File: config.mk
export PLATFORM = sky130hd
export DESIGN_NAME = p23_multicycle_ctrl_flat
export DESIGN_NICKNAME = d
export VERILOG_FILES = /design/src/rtl/p23_multicycle_ctrl_if.sv /design/src/rtl/p23_multicycle_ctrl.sv /design/src/flat_wrapper.sv
export SDC_FILE = /design/constraint.sdc
export NUM_CORES = 1
export LEC_CHECK = 0
export ABC_AREA = 1
export CAP_MARGIN = 20
export CORE_AREA = 2 2 41 43
export DETAILED_ROUTE_END_ITERATION = 16
export DIE_AREA = 0 0 43 45
export GPL_ROUTABILITY_DRIVEN = 0
export PLACE_DENSITY = 0.79
export SYNTH_ARGS = -nofsm -noshare
export SYNTH_HDL_FRONTEND = slang
export SYNTH_SLANG_ARGS = --single-unit
File: constraint.sdc
create_clock -name clk -period 1.8 [get_ports clk]
set_input_delay 0.18 -clock clk [delete_from_list [all_inputs] [get_ports clk]]
set_output_delay 0.18 -clock clk [all_outputs]
set_load 0.05 [all_outputs]
File: src/rtl/p23_multicycle_ctrl_if.sv
// ============================================================================
// Module  : p23_multicycle_ctrl_if
// Brief   : Control/handshake bundle between the p23 control FSM and datapath.
//           illegal_instr exists only when P23_ILLEGAL_TRAP_EN is defined.
// Revision: 1.0
// ============================================================================
`default_nettype none

interface p23_multicycle_ctrl_if;
    logic [6:0] opcode;
    logic       branch_taken;
    logic       mem_ready;
    logic       mem_valid;
    logic       mem_we;
    logic       adrsrc;
    logic       irwrite;
    logic       pcupdate;
    logic       regwrite;
    logic [2:0] immsrc;
    logic [1:0] alusrca;
    logic [1:0] alusrcb;
    logic [1:0] aluop;
    logic [1:0] resultsrc;
`ifdef P23_ILLEGAL_TRAP_EN
    logic       illegal_instr;
`endif

    modport master (
        input  opcode, branch_taken, mem_ready,
        output mem_valid, mem_we, adrsrc, irwrite, pcupdate, regwrite,
        output immsrc, alusrca, alusrcb, aluop, resultsrc
`ifdef P23_ILLEGAL_TRAP_EN
        , output illegal_instr
`endif
    );

    modport slave (
        output opcode, branch_taken, mem_ready,
        input  mem_valid, mem_we, adrsrc, irwrite, pcupdate, regwrite,
        input  immsrc, alusrca, alusrcb, aluop, resultsrc
`ifdef P23_ILLEGAL_TRAP_EN
        , input illegal_instr
`endif
    );
endinterface

`default_nettype wire

File: src/rtl/p23_multicycle_ctrl.sv
// ============================================================================
// Module  : p23_multicycle_ctrl
// Brief   : Main multicycle RV32I control FSM with memory valid/ready handshake.
//           Optional P23_ILLEGAL_TRAP_EN adds a sticky TRAP state.
// Revision: 1.0
// ============================================================================
`default_nettype none

module p23_multicycle_ctrl (
    input  wire logic             clk,
    input  wire logic             rst,
    p23_multicycle_ctrl_if.master bus
);
    localparam logic [2:0] c_IMMSRC_ITYPE = 3'd0;
    localparam logic [2:0] c_IMMSRC_STYPE = 3'd1;
    localparam logic [2:0] c_IMMSRC_BTYPE = 3'd2;
    localparam logic [2:0] c_IMMSRC_UTYPE = 3'd3;
    localparam logic [2:0] c_IMMSRC_JTYPE = 3'd4;

    localparam logic [6:0] c_OP_LOAD   = 7'b0000011;
    localparam logic [6:0] c_OP_STORE  = 7'b0100011;
    localparam logic [6:0] c_OP_RTYPE  = 7'b0110011;
    localparam logic [6:0] c_OP_ITYPE  = 7'b0010011;
    localparam logic [6:0] c_OP_JAL    = 7'b1101111;
    localparam logic [6:0] c_OP_JALR   = 7'b1100111;
    localparam logic [6:0] c_OP_BRANCH = 7'b1100011;
    localparam logic [6:0] c_OP_LUI    = 7'b0110111;
    localparam logic [6:0] c_OP_AUIPC  = 7'b0010111;

    typedef enum logic [3:0] {
        S_IDLE     = 4'd0,
        S_FETCH    = 4'd1,
        S_DECODE   = 4'd2,
        S_MEMADR   = 4'd3,
        S_MEMREAD  = 4'd4,
        S_MEMWB    = 4'd5,
        S_MEMWRITE = 4'd6,
        S_EXECUTER = 4'd7,
        S_EXECUTEI = 4'd8,
        S_ALUWB    = 4'd9,
        S_JAL      = 4'd10,
        S_JALR     = 4'd11,
        S_BRANCH   = 4'd12,
`ifdef P23_ILLEGAL_TRAP_EN
        S_TRAP     = 4'd14,
`endif
        S_UPPER    = 4'd13
    } state_t;

    state_t     r_state;
    state_t     w_next_state;

    logic       w_mem_valid;
    logic       w_mem_we;
    logic       w_adrsrc;
    logic       w_irwrite;
    logic       w_pcupdate;
    logic       w_regwrite;
    logic [2:0] w_immsrc;
    logic [1:0] w_alusrca;
    logic [1:0] w_alusrcb;
    logic [1:0] w_aluop;
    logic [1:0] w_resultsrc;

    always_ff @(posedge clk or posedge rst) begin
        if (rst) begin
            r_state <= S_IDLE;
        end else begin
            r_state <= w_next_state;
        end
    end

    always_comb begin
        w_next_state = r_state;
        w_mem_valid  = 1'b0;
        w_mem_we     = 1'b0;
        w_adrsrc     = 1'b0;
        w_irwrite    = 1'b0;
        w_pcupdate   = 1'b0;
        w_regwrite   = 1'b0;
        w_immsrc     = c_IMMSRC_ITYPE;
        w_alusrca    = 2'd0;
        w_alusrcb    = 2'd0;
        w_aluop      = 2'd0;
        w_resultsrc  = 2'd0;

        case (r_state)
            S_IDLE: begin
                w_immsrc     = 3'd0;
                w_next_state = S_FETCH;
            end
            S_FETCH: begin
                w_mem_valid = 1'b1;
                w_alusrcb   = 2'd2;
                w_resultsrc = 2'd2;
                // IR load and PC+4 commit only in the cycle the fetch completes
                if (bus.mem_ready) begin
                    w_irwrite    = 1'b1;
                    w_pcupdate   = 1'b1;
                    w_next_state = S_DECODE;
                end
            end
            S_DECODE: begin
                w_alusrca = 2'd1;
                w_alusrcb = 2'd1;
                w_immsrc  = (bus.opcode == c_OP_JAL) ? c_IMMSRC_JTYPE : c_IMMSRC_BTYPE;
                case (bus.opcode)
                    c_OP_LOAD, c_OP_STORE: w_next_state = S_MEMADR;
                    c_OP_RTYPE:            w_next_state = S_EXECUTER;
                    c_OP_ITYPE:            w_next_state = S_EXECUTEI;
                    c_OP_JAL:              w_next_state = S_JAL;
                    c_OP_JALR:             w_next_state = S_JALR;
                    c_OP_BRANCH:           w_next_state = S_BRANCH;
                    c_OP_LUI, c_OP_AUIPC:  w_next_state = S_UPPER;
`ifdef P23_ILLEGAL_TRAP_EN
                    default:               w_next_state = S_TRAP;
`else
                    default:               w_next_state = S_FETCH;
`endif
                endcase
            end
            S_MEMADR: begin
                w_alusrca = 2'd2;
                w_alusrcb = 2'd1;
                if (bus.opcode == c_OP_STORE) begin
                    w_immsrc     = c_IMMSRC_STYPE;
                    w_next_state = S_MEMWRITE;
                end else begin
                    w_next_state = S_MEMREAD;
                end
            end
            S_MEMREAD: begin
                w_mem_valid = 1'b1;
                w_adrsrc    = 1'b1;
                if (bus.mem_ready) begin
                    w_next_state = S_MEMWB;
                end
            end
            S_MEMWB: begin
                w_resultsrc  = 2'd1;
                w_regwrite   = 1'b1;
                w_next_state = S_FETCH;
            end
            S_MEMWRITE: begin
                w_mem_valid = 1'b1;
                w_mem_we    = 1'b1;
                w_adrsrc    = 1'b1;
                if (bus.mem_ready) begin
                    w_next_state = S_FETCH;
                end
            end
            S_EXECUTER: begin
                w_alusrca    = 2'd2;
                w_aluop      = 2'd2;
                w_next_state = S_ALUWB;
            end
            S_EXECUTEI: begin
                w_alusrca    = 2'd2;
                w_alusrcb    = 2'd1;
                w_aluop      = 2'd2;
                w_next_state = S_ALUWB;
            end
            S_ALUWB: begin
                w_regwrite   = 1'b1;
                w_next_state = S_FETCH;
            end
            S_JALR: begin
                // Target lands in ALUOut; JAL then redirects PC and computes the link
                w_alusrca    = 2'd2;
                w_alusrcb    = 2'd1;
                w_next_state = S_JAL;
            end
            S_JAL: begin
                w_alusrca    = 2'd1;
                w_alusrcb    = 2'd2;
                w_pcupdate   = 1'b1;
                w_next_state = S_ALUWB;
            end
            S_BRANCH: begin
                w_alusrca    = 2'd2;
                w_aluop      = 2'd1;
                w_pcupdate   = bus.branch_taken;
                w_next_state = S_FETCH;
            end
            S_UPPER: begin
                w_alusrca    = (bus.opcode == c_OP_AUIPC) ? 2'd1 : 2'd3;
                w_alusrcb    = 2'd1;
                w_immsrc     = c_IMMSRC_UTYPE;
                w_next_state = S_ALUWB;
            end
`ifdef P23_ILLEGAL_TRAP_EN
            S_TRAP: begin
                w_immsrc     = 3'd0;
                w_next_state = S_TRAP;
            end
`endif
            default: begin
                w_immsrc     = 3'd0;
                w_next_state = S_IDLE;
            end
        endcase
    end

    assign bus.mem_valid = w_mem_valid;
    assign bus.mem_we    = w_mem_we;
    assign bus.adrsrc    = w_adrsrc;
    assign bus.irwrite   = w_irwrite;
    assign bus.pcupdate  = w_pcupdate;
    assign bus.regwrite  = w_regwrite;
    assign bus.immsrc    = w_immsrc;
    assign bus.alusrca   = w_alusrca;
    assign bus.alusrcb   = w_alusrcb;
    assign bus.aluop     = w_aluop;
    assign bus.resultsrc = w_resultsrc;

`ifdef P23_ILLEGAL_TRAP_EN
    // TRAP is left only through reset, so the state itself is the sticky flag
    assign bus.illegal_instr = (r_state == S_TRAP);
`endif

endmodule

`default_nettype wire

File: src/flat_wrapper.sv
// flat-port wrapper written by rule: the top's interface ports become plain ports
module p23_multicycle_ctrl_flat 
  (clk, rst, bus_opcode, bus_branch_taken, bus_mem_ready, bus_mem_valid, bus_mem_we, bus_adrsrc, bus_irwrite, bus_pcupdate, bus_regwrite, bus_immsrc, bus_alusrca, bus_alusrcb, bus_aluop, bus_resultsrc);
  p23_multicycle_ctrl_if bus_i ();
  input  wire logic clk;
  input  wire logic rst;
  input wire logic [$bits(bus_i.opcode)-1:0] bus_opcode;
  input wire logic [$bits(bus_i.branch_taken)-1:0] bus_branch_taken;
  input wire logic [$bits(bus_i.mem_ready)-1:0] bus_mem_ready;
  output wire logic [$bits(bus_i.mem_valid)-1:0] bus_mem_valid;
  output wire logic [$bits(bus_i.mem_we)-1:0] bus_mem_we;
  output wire logic [$bits(bus_i.adrsrc)-1:0] bus_adrsrc;
  output wire logic [$bits(bus_i.irwrite)-1:0] bus_irwrite;
  output wire logic [$bits(bus_i.pcupdate)-1:0] bus_pcupdate;
  output wire logic [$bits(bus_i.regwrite)-1:0] bus_regwrite;
  output wire logic [$bits(bus_i.immsrc)-1:0] bus_immsrc;
  output wire logic [$bits(bus_i.alusrca)-1:0] bus_alusrca;
  output wire logic [$bits(bus_i.alusrcb)-1:0] bus_alusrcb;
  output wire logic [$bits(bus_i.aluop)-1:0] bus_aluop;
  output wire logic [$bits(bus_i.resultsrc)-1:0] bus_resultsrc;
  assign bus_i.opcode = bus_opcode;
  assign bus_i.branch_taken = bus_branch_taken;
  assign bus_i.mem_ready = bus_mem_ready;
  assign bus_mem_valid = bus_i.mem_valid;
  assign bus_mem_we = bus_i.mem_we;
  assign bus_adrsrc = bus_i.adrsrc;
  assign bus_irwrite = bus_i.irwrite;
  assign bus_pcupdate = bus_i.pcupdate;
  assign bus_regwrite = bus_i.regwrite;
  assign bus_immsrc = bus_i.immsrc;
  assign bus_alusrca = bus_i.alusrca;
  assign bus_alusrcb = bus_i.alusrcb;
  assign bus_aluop = bus_i.aluop;
  assign bus_resultsrc = bus_i.resultsrc;
  p23_multicycle_ctrl u_core (.clk(clk), .rst(rst), .bus(bus_i));
endmodule
-- Word level (Yosys, flattened, before mapping)
Cells that the tools add are included.
- register bits: 4
- equality and inequality tests: 25
- multiplexer cells: 21
- reductions and logical operators: 14
- operators by type and width (cell ; count):
    $pmux W4 S8 ; 1
    $pmux W4 S7 ; 1
    $eq A4 B4 Y1 const B ; 6
    $eq A7 B6 Y1 const B ; 3
    $eq A7 B7 Y1 const B ; 3
    $eq A4 B3 Y1 const B ; 4
    $eq A7 B5 Y1 const B ; 2
    $reduce_or A2 Y1 ; 7
    $mux W4 ; 3
    $pmux W2 S2 ; 3
    $reduce_or A5 Y1 ; 2
    $pmux W3 S3 ; 1
    $eq A4 B2 Y1 const B ; 2
    $reduce_or A4 Y1 ; 2
    $eq A7 B2 Y1 const B ; 1
    $mux W1 ; 7
    $ne A2 B2 Y1 const B ; 3
    $pmux W2 S3 ; 1
    $eq A4 B1 Y1 const B ; 1
    $logic_not A4 Y1 ; 1
    $mux W2 ; 2
    $mux W3 ; 1
    $pmux W1 S3 ; 1
    $reduce_and A3 Y1 ; 1
    $reduce_or A3 Y1 ; 1

-- Logic depth before layout (Yosys ltp)
- depth after elaboration: 4
- depth in mapped cells: 11
- mapped depth without buffers: 11

-- Worst setup path before layout
OpenSTA, ideal clock, no wires.
- path kind: register -> output
- start: register u_core.r_state[0]
- end: output bus_alusrca[1]
- arrival time: 1.900 ns
- setup slack: -0.280 ns
- stages on the path, launching flop included: 5
- buffers on the path: 0
- cells stage by stage: dfrtp_1 > nor2_1 > inv_2 > nor2_1 > nand3b_1
- longest elaborated chain between the ends: 3
- ends and longest elaborated chain (item ; RTL line ; RTL):
    start: declaration ; p23_multicycle_ctrl.sv:50 ; state_t r_state;
    start signal: assignment ; p23_multicycle_ctrl.sv:69 ; r_state <= w_next_state;
    $eq A4 B3 Y1, or another cell as far along ; p23_multicycle_ctrl.sv:87 ; case (r_state)
    $reduce_or A5 Y1 (no source line) or $reduce_or A2 Y1 (tied branches) ; -- ;
    $pmux W2 S3 (*) ; p23_multicycle_ctrl.sv:87 ;
    end: declaration ; flat_wrapper.sv:17 ; output wire logic [$bits(bus_i.alusrca)-1:0] bus_alusrca;
Mark *: on every way between the ends. The rest lies on a longest branch, timed or not.

-- Final worst setup path
- start: register u_core.r_state[2]
- end: output bus_alusrca[1]
The elaborated chain is that of the path after synthesis.

==> flow_metrics.py <==
metrics = {
    "synthesis": {
        "yosysUniqueCellTypes": 22,
        "synth.area.mux_share_pct": 0,
        "synth_xor_area_share_pct": 0,
        "synth_nets": 120,
        "syn_area_um2": 604,
        "synth_compound_area_share_pct": 18.6,
        "synthCells": 109,
        "syn_avg_cell_area_um2": 5.54,
        "synth_top_family_by_area": "simple AND/OR/NAND/NOR gates",
        "synth-seq-cells": 4,
        "synth_fa_ha_area_share_pct": 0,
        "yosysWarnings": 0,
        "synth_simple_gate_area_share_pct": 51.3,
        "ys_seq_area_share_pct": 16.6,
    },
    "pwr": {
        "seqPwrFrac_pct": 9.8,
        "ir_drop_mv": 0.776,
        "fin_total_pwr_uw": 2130,
        "p_clk_share_pct": 4.9,
        "p_leak_uw": 0.000534,
        "power_density_mw_per_mm2": 1880,
        "p_int_uw": 954,
        "p_sw_uw": 1170,
        "swShare_pct": 55.2,
        "p_comb_share_pct": 85.3,
    },
    "detailed_routing": {
        "drtIter0Drc": 24,
        "wl_mm": 1.75,
        "wl_per_cell_um": 11.3,
        "route.detailed.drc": 0,
        "vias_per_cell": 5.20,
        "first_pass_iters": 4,
        "final_antenna_net_count": 0,
        "vias": 806,
    },
    "cells_and_area": {
        "area_growth_pct": 87.4,
        "largest_reg_flops": 4,
        "multi_input_area_um2": 460,
        "nFillCells": 100,
        "fin_nets": 152,
        "regMostFlops": "u_core.r_state",
        "regArea_um2": 103,
        "fin_area_mm2": 0.00113,
        "top_regs": "u_core.r_state x4",
        "antennaDiodeCount": 0,
        "drive_gt1_share_pct": 32.4,
    },
    "clocking": {
        "cts_tree": "done",
        "cts_buffer_depth": 2,
        "clk_latency_ps": 220,
        "htreeDepth": 1,
        "cts_root_buf": "clkbuf_4",
        "clkTransAtPathRegs_ps": 40,
        "cts.sinks": 4,
        "post-cts-setup-buffers": 0,
        "cts_made_buffers": 3,
    },
    "grt": {
        "grt_pass1_vias": 764,
        "antenna_found_initial": 0,
        "grt_overflow": 0,
        "grt_max_degree": 8,
        "grtUsageTotal_pct": 19.1,
        "grt_pass1_wl_mm": 2.95,
    },
    "critical_path": {
        "cp_max_fo": 5,
        "worstSetupPathDepth": 6,
        "start_kind": "flop",
        "worst_path_max_delay_cell": "dfrtp_2",
        "required_ps": 1620,
        "max_stage_delay_ps": 460,
        "critPathArrivalTime_ps": 1560,
        "r2r_cells": 8,
        "critPathBufInv": 2,
        "crit_type": "reg2out",
        "worstPathCellList": "inv_4 -> nand2_1 -> o22ai_4 -> a21oi_1 -> nand3b_1 -> buf_12",
        "cpLargestDelayFamily": "flip-flops",
        "worst_setup_path_end_kind": "primary output",
    },
    "sta": {
        "slew_headroom_pct": 80.1,
        "holdWs_ps": 139,
        "max_freq_mhz": 576,
        "rsz0062_at_grt": "true",
        "tightestPinTransition_ps": 304,
        "fin_skew_ps": 0.376,
        "slew_viol_final": 0,
        "setup_slack_ps": 64.1,
        "fin_crit_sh_pct": 96.4,
        "finalSetupViolations": 0,
        "min_period_ps": 1740,
        "finalHoldViolCount": 0,
    },
    "die": {
        "io_pins": 28,
        "core_area_mm2": 0.00147,
        "initial_utilization_pct": 41.1,
        "rows": 14,
        "die_x_um": 43,
        "die_h_um": 45,
        "die-area_mm2": 0.00194,
    },
    "hold_path": {
        "worstHoldPathType": "in2async",
    },
    "placement": {
        "place_area_mm2": 0.00109,
        "dp_hpwl_mm": 1.54,
        "numPortBuffers": 27,
        "pre_cts_ws_ps": 190,
    },
    "run": {
        "maxCapViolCount": 0,
    },
    "status": {
        "status": "finished, final reports clean",
    },
}
==> cell usage after synthesis (all sizes together) <==
| cell type | instances | area share (%) |
|---|---|---|
| inv | 21 | 13 |
| nand3b | 1 | 1.2 |
| a211o | 1 | 1.4 |
| nand3 | 7 | 5.8 |
| o221ai | 1 | 1.4 |
| o211ai | 2 | 2.5 |
| nand2 | 29 | 19 |
| o21ai | 5 | 5.4 |
| nor2 | 28 | 22 |
| o22ai | 3 | 4.1 |
| nor3 | 1 | 0.83 |
| a21oi | 3 | 2.5 |
| nand4 | 2 | 2.1 |
| a22oi | 1 | 1.2 |
| dfrtp | 4 | 17 |
==> worst register-to-register path, delay by kind of cell, from the launching register on <==
family	cells	cell delay, ps
buffers and inverters	2	150
AO/OA/AOI/OAI	2	160
flip-flops	1	460
AND/OR/NAND/NOR	4	510
==> layout by cell type (no fill, tap or decap), types with 2 or more instances in the layout <==
| master | netlist | routed |
|---|---|---|
| o211ai_1 | 2 | 2 |
| inv_4 | 1 | 3 |
| o21ai_1 | 3 | 3 |
| buf_12 | 0 | 17 |
| a21oi_1 | 3 | 3 |
| dfrtp_1 | 4 | 2 |
| nand4_1 | 2 | 2 |
| nor2_1 | 22 | 19 |
| nand2_1 | 28 | 28 |
| inv_1 | 13 | 13 |
| o21ai_2 | 2 | 2 |
| dfrtp_2 | 0 | 2 |
| inv_2 | 7 | 5 |
| nor2_4 | 0 | 3 |
| nand3_1 | 7 | 7 |
| clkdlybuf4s50_1 | 0 | 10 |
| nor2_2 | 5 | 5 |
| clkbuf_4 | 0 | 3 |
==> cells by family after synthesis <==
group | Yosys count
AO/OA/AOI/OAI | 16
buffers and inverters | 21
flip-flops | 4
AND/OR/NAND/NOR | 68
==> worst paths after layout <==
check                                        from           endpoint  slack, ps
max in group asynchronous                     rst  u_core.r_state[0]       1500
min in group clk                u_core.r_state[2]  u_core.r_state[2]        660
worst max register to register  u_core.r_state[2]  u_core.r_state[2]        410
worst min register to register  u_core.r_state[2]  u_core.r_state[2]        660
worst min-delay path                          rst  u_core.r_state[3]        140
worst max-delay path            u_core.r_state[2]     bus_alusrca[1]         60
==> through the flow <==
| stage | setup TNS [ps] | std cells | util [%] |
|---|---|---|---|
| 4_1_cts | -6.54 | 155 | 75.8 |
| 3_3_place_gp | 0 | 152 | 73.9 |
| 6_report | 0 | 155 | 77.0 |
| 2_1_floorplan | -33.3 | 109 | - |
| 3_5_place_dp | 0 | 152 | 73.9 |
| 5_1_grt | -41.0 | 155 | 77.0 |
==> routing by layer <==
metal | vias up | wire, um | part of all wire [%] | GRT usage, %
met3 | 2 | 100 | 5.7 | 2.00
met4 | 0 | 18 | 1.0 | 3.64
li1 | 409 | - | - | -
met1 | 362 | 680 | 39 | 20.4
met5 | - | 0 | 0 | 0
met2 | 33 | 953 | 54 | 40.3
==> power by group through the flow <==
stage	logic (uW)	clock network, uW	registers [uW]
after floorplan	1040	0	176
after global placement	1760	0	187
after detailed placement	1790	0	191
after CTS	1800	107	191
after global routing	1900	113	216
final	1810	104	208
==> layout make-up <==
class | count | share of cell area (%)
timing repair buffer | 27 | 38.9
clock buffer | 3 | 1.99
sequential | 4 | 9.06
tap | 16 | 1.77
inverter | 21 | 7.62
multi-input combinational | 84 | 40.7
==> repair_timing <==
action	4_1_cts	5_1_grt
hold buffers	0	0
hold endpoints to repair	0	0
pin swaps	0	1
resized for setup	1	7
setup endpoints to repair	2	7
Power figures use the tool's default switching activity.
